### config.mk
export PLATFORM = sky130hd
export DESIGN_NAME = clkdiv_sched
export DESIGN_NICKNAME = d
export VERILOG_FILES = /design/src/rtl/clkdiv_sched.sv
export SDC_FILE = /design/constraint.sdc
export NUM_CORES = 1
export LEC_CHECK = 0
export ABC_AREA = 1
export BUFFER_PORTS_ARGS = -buffer_cell sky130_fd_sc_hd__buf_4
export CORE_ASPECT_RATIO = 0.75
export CORE_MARGIN = 4
export CORE_UTILIZATION = 36
export CTS_BUF_LIST = sky130_fd_sc_hd__clkbuf_8
export DETAILED_ROUTE_END_ITERATION = 8
export MAX_ROUTING_LAYER = met4
export REMOVE_ABC_BUFFERS = 1
export SLEW_MARGIN = 20
export SYNTH_ARGS = -nofsm -noshare
export SYNTH_HDL_FRONTEND = slang
export SYNTH_SLANG_ARGS = --single-unit
### constraint.sdc
create_clock -name clk -period 1.6 [get_ports clk]
set_input_delay 0.24 -clock clk [delete_from_list [all_inputs] [get_ports clk]]
set_output_delay 0.24 -clock clk [all_outputs]
set_load 0.02 [all_outputs]
### src/rtl/clkdiv_sched.sv
// Shared clock divider with round-robin ownership: one requester at a time gets a
// divided clock at its own ratio. Optional tick budget per grant: CLKDIV_TIMEOUT_EN.
module clkdiv_sched #(
    parameter int NREQ      = 4,
    parameter int CW        = 7,
    parameter int MAX_TICKS = 16
) (
    input  logic                 clk,
    input  logic                 rst,
    input  logic [NREQ-1:0]      req,
    input  logic [NREQ*CW-1:0]   div_in,
    output logic [NREQ-1:0]      grant,
    output logic                 busy,
    output logic                 tick,
    output logic                 clkout
);

    // state | meaning
    // IDLE  | no owner; arbitrate round-robin among active requests
    // LOAD  | owner chosen; latch its divide ratio, start count at 1
    // RUN   | dividing; leave when owner drops req (or budget spent)
    // DRAIN | keep dividing until a tick that leaves clkout low, then release

    localparam int OW = (NREQ > 1) ? $clog2(NREQ) : 1;

    typedef enum logic [1:0] {
        IDLE  = 2'd0,
        LOAD  = 2'd1,
        RUN   = 2'd2,
        DRAIN = 2'd3
    } state_t;

    state_t          state;
    state_t          state_nx;
    logic [OW-1:0]   owner;
    logic [OW-1:0]   ptr;
    logic [OW-1:0]   pick;
    logic            pick_vld;
    logic [CW-1:0]   count;
    logic [CW-1:0]   nl;
    logic [CW-1:0]   div_sel;
    logic            owner_req;
    logic            budget_hit;
    logic            counting;

    function automatic logic [OW-1:0] rr_idx(input logic [OW-1:0] base, input int k);
        int s;
        s = int'(base) + k;
        if (s >= NREQ) s = s - NREQ;
        return OW'(s);
    endfunction

    assign owner_req = req[owner];
    assign div_sel   = div_in[owner*CW +: CW];
    assign counting  = (state == RUN) || (state == DRAIN);
    assign tick      = counting && (count == nl);
    assign busy      = (state != IDLE);

    // Scan from the highest offset down so the lowest offset from ptr wins.
    always_comb begin
        pick     = '0;
        pick_vld = 1'b0;
        for (int k = NREQ - 1; k >= 0; k--) begin
            if (req[rr_idx(ptr, k)]) begin
                pick     = rr_idx(ptr, k);
                pick_vld = 1'b1;
            end
        end
    end

`ifdef CLKDIV_TIMEOUT_EN
    localparam int TW = $clog2(MAX_TICKS + 1);
    logic [TW-1:0] tcnt;

    always_ff @(posedge clk) begin
        if (rst) begin
            tcnt <= '0;
        end else if (state == LOAD) begin
            tcnt <= '0;
        end else if ((state == RUN) && tick) begin
            tcnt <= tcnt + 1'b1;
        end
    end

    // Owner is already lowest priority afterwards since ptr sits just past it.
    assign budget_hit = (state == RUN) && tick && (tcnt == TW'(MAX_TICKS - 1));
`else
    assign budget_hit = 1'b0 && (MAX_TICKS > 0);
`endif

    always_ff @(posedge clk) begin
        if (rst) begin
            state <= IDLE;
        end else begin
            state <= state_nx;
        end
    end

    always_comb begin
        state_nx = state;
        case (state)
            IDLE: begin
                if (pick_vld) state_nx = LOAD;
            end
            LOAD: begin
                state_nx = RUN;
            end
            RUN: begin
                if (!owner_req || budget_hit) state_nx = DRAIN;
            end
            DRAIN: begin
                if (tick) state_nx = IDLE;
            end
            default: begin
                state_nx = IDLE;
            end
        endcase
    end

    always_ff @(posedge clk) begin
        if (rst) begin
            grant  <= '0;
            owner  <= '0;
            ptr    <= '0;
            count  <= '0;
            nl     <= CW'(1);
            clkout <= 1'b0;
        end else begin
            case (state)
                IDLE: begin
                    if (pick_vld) begin
                        owner <= pick;
                        grant <= NREQ'(1) << pick;
                        ptr   <= (pick == OW'(NREQ - 1)) ? '0 : pick + 1'b1;
                    end
                end
                LOAD: begin
                    nl    <= (div_sel == '0) ? CW'(1) : div_sel;
                    count <= CW'(1);
                end
                RUN: begin
                    if (tick) begin
                        count  <= CW'(1);
                        clkout <= ~clkout;
                    end else begin
                        count <= count + 1'b1;
                    end
                end
                DRAIN: begin
                    // Any DRAIN tick ends the grant with clkout parked low,
                    // whether it falls from 1 or is already 0.
                    if (tick) begin
                        count  <= CW'(1);
                        clkout <= 1'b0;
                        grant  <= '0;
                    end else begin
                        count <= count + 1'b1;
                    end
                end
                default: begin
                    grant <= '0;
                end
            endcase
        end
    end

endmodule

==> flow_summary.yaml <==
timing:
  max_freq_mhz: 586
  fin_crit_ns: 1.71
  fin_skew_ns: 0.00238
  hold_viol_final: 0
  max_slew_margin_pct: 73.6
  finalHoldWorstSlack_ns: 0.152
  setup_viol: 9
  fin_crit_sh_pct: 107
  timing_worst_slew_pin_value_ns: 0.397
  slew_viol_final: 0
  rsz0062_at_grt: "yes"
  postLayoutSetupSlackWorst_ns: -0.108
  setup_tns_ns: -0.595
worst_setup_path:
  cp_max_fo: 8
  crit_path_end_kind: "flop"
  cp.required_ns: 1.80
  crit_arrival_ns: 1.90
  critical_path_class: "reg -> reg"
  start_kind: "flop"
clock_tree:
  ctsHoldBuffers: 0
  clkSinkCount: 25
  cts_buffers: 3
  clk_pin_slew_ns: 0.08
  htreeDepth: 1
  cts_root_buf: "clkbuf_8"
  clk-insertion-delay-late_ns: 0.27
  clockBufferDepth: 2
  tritoncts: "done"
placed_design:
  portBuffers: 40
  gp_congestion: 0.789
  place_inst: 421
  placed_area_um2: 2320
  dp_worst_setup_slack_ns: -0.313
  place_hpwl_um: 3560
global_route:
  grt_max_degree: 15
  grt_remaining_overflow: 0
  grt_pass1_wl_um: 8140
  grt_pass1_vias: 1856
  gr-usage-all-layers_pct: 15.7
  antenna_found_initial: 0
die:
  rows: 22
  die_w_um: 90
  die_height_um: 69.5
  ios: 41
  start_util_pct: 37.3
  dieArea_um2: 6260
  core_um2: 4870
synthesis:
  syn_area_um2: 1820
  synth_flop_cell: "dfxtp_1"
  synth_cell_types: 27
  yosys.area.top_type: "dfxtp_1"
  async_flop_share_pct: 0
  synth_edf_count: 0
  synth.avg_cell_area_um2: 5.95
  ys_seq_area_share_pct: 27.6
  synthTopCellsByArea: "dfxtp_1 28%, nand2_1 24%, inv_1 9.3%"
  yosysTopAreaCellShare_pct: 27.6
  ys_ff_latch: 25
  yosys_warnings: 0
  postSynthCellCount: 305
power:
  p_per_area_nw_per_um2: 1670
  leakagePower_nw: 1.38
  power_mw: 4.48
  peakVddDrop_uv: 600
finish:
  design_area_um2: 2690
  fin_nets: 423
  stdcell_count: 438
  antenna_cells: 0
  drive_above_1_share_pct: 38.4
  final_cell_mix: "96 x nand2_1, 75 x buf_4, 35 x inv_1"
  final_common_cell: "nand2_1"
  postLayoutCoreUtil_pct: 55.1
  synthToLayoutAreaGrowth_pct: 48.0
route:
  drc_errors: 0
  via_per_inst: 4.54
  wl_per_cell_um: 11.2
  drt.antenna.violating_nets: 0
  first_pass_iters: 4
  vias: 1989
  drt_iter0_markers: 156
  totalWireLength_um: 4910
min_path:
  hp-class: "in -> reg"
job:
  maxCapViolCount: 0
outcome:
  outcome: "finished with violations"
  violations: "setup timing"
critical path, stage by stage (launching register included):
cell,delay (ns)
dfxtp_4,0.42
inv_6,0.06
nand2_1,0.07
nand2_2,0.07
nand2_2,0.08
nand2_4,0.06
nor2_4,0.11
inv_2,0.04
nor2_2,0.09
o21ai_2,0.09
buf_4,0.15
ha_4,0.25
o21ai_1,0.05
a21oi_1,0.11
logic make-up after synthesis:
kind of cell | synth area share (%)
DFF | 27.6
adders and majority gates | 6.89
xor gates and xnor gates | 1.45
and+or+nand+nor | 42.2
AOI/OAI and AO/OA | 9.10
buffers and inverters | 12.7
cell type report:
cell class                 instances  area [um2]
clock buffer                       3        41.3
clock inverter                     1        3.75
fill                             463        2190
inverter                          49         196
multi-input combinational        224        1280
sequential                        25         518
tap                               60        75.1
timing repair buffer              76         574
cells in the mapped netlist, types with 2 or more instances:
library cell	instances
o21ai_0	14
buf_2	4
xor2_1	2
nand2_2	6
dfxtp_1	25
nor4_1	2
nand4_1	5
nand3_2	3
nand2_1	114
inv_2	3
ha_1	10
nand3_1	20
nor2_1	24
inv_1	45
nor3_1	4
a21oi_1	13
timing repair:
item,in CTS,in global routing
endpoints found under the setup margin,15,18
resized for setup,32,39
pin swaps,15,17
buffers inserted,8,5
per-layer routing:
metal  vias up  GRT usage (%)  share of wire [%]
li1       1087              -                  -
met1       854           21.6                 51
met2        46           24.1                 44
met3         2           3.15                5.0
met4         0           3.06               0.55
met5         -              -                  0
state kept, by name, indices dropped and copies added (netlist names):
name / count
nl: 7
grant: 4
count: 7
ptr: 2
state: 2
owner: 2
clkout: 1
path summary, 6_finish.rpt:
path | from | end | slack, ns | cells past startpoint
worst min-delay path | rst | ptr[0] | 0.15 | 2
worst max-delay path | ptr[0] | ptr[1] | -0.11 | 13
worst min register to register | grant[2] | grant[2] | 0.52 | 4
worst max register to register | ptr[0] | ptr[1] | -0.11 | 13
where the power goes:
group | switching (mW) | total (mW) | internal (mW)
Combinational | 1.72 | 3.07 | 1.35
Clock | 0.188 | 0.360 | 0.172
Sequential | 0.211 | 1.05 | 0.843
Total | 2.12 | 4.48 | 2.36
Power figures use the tool's default switching activity.
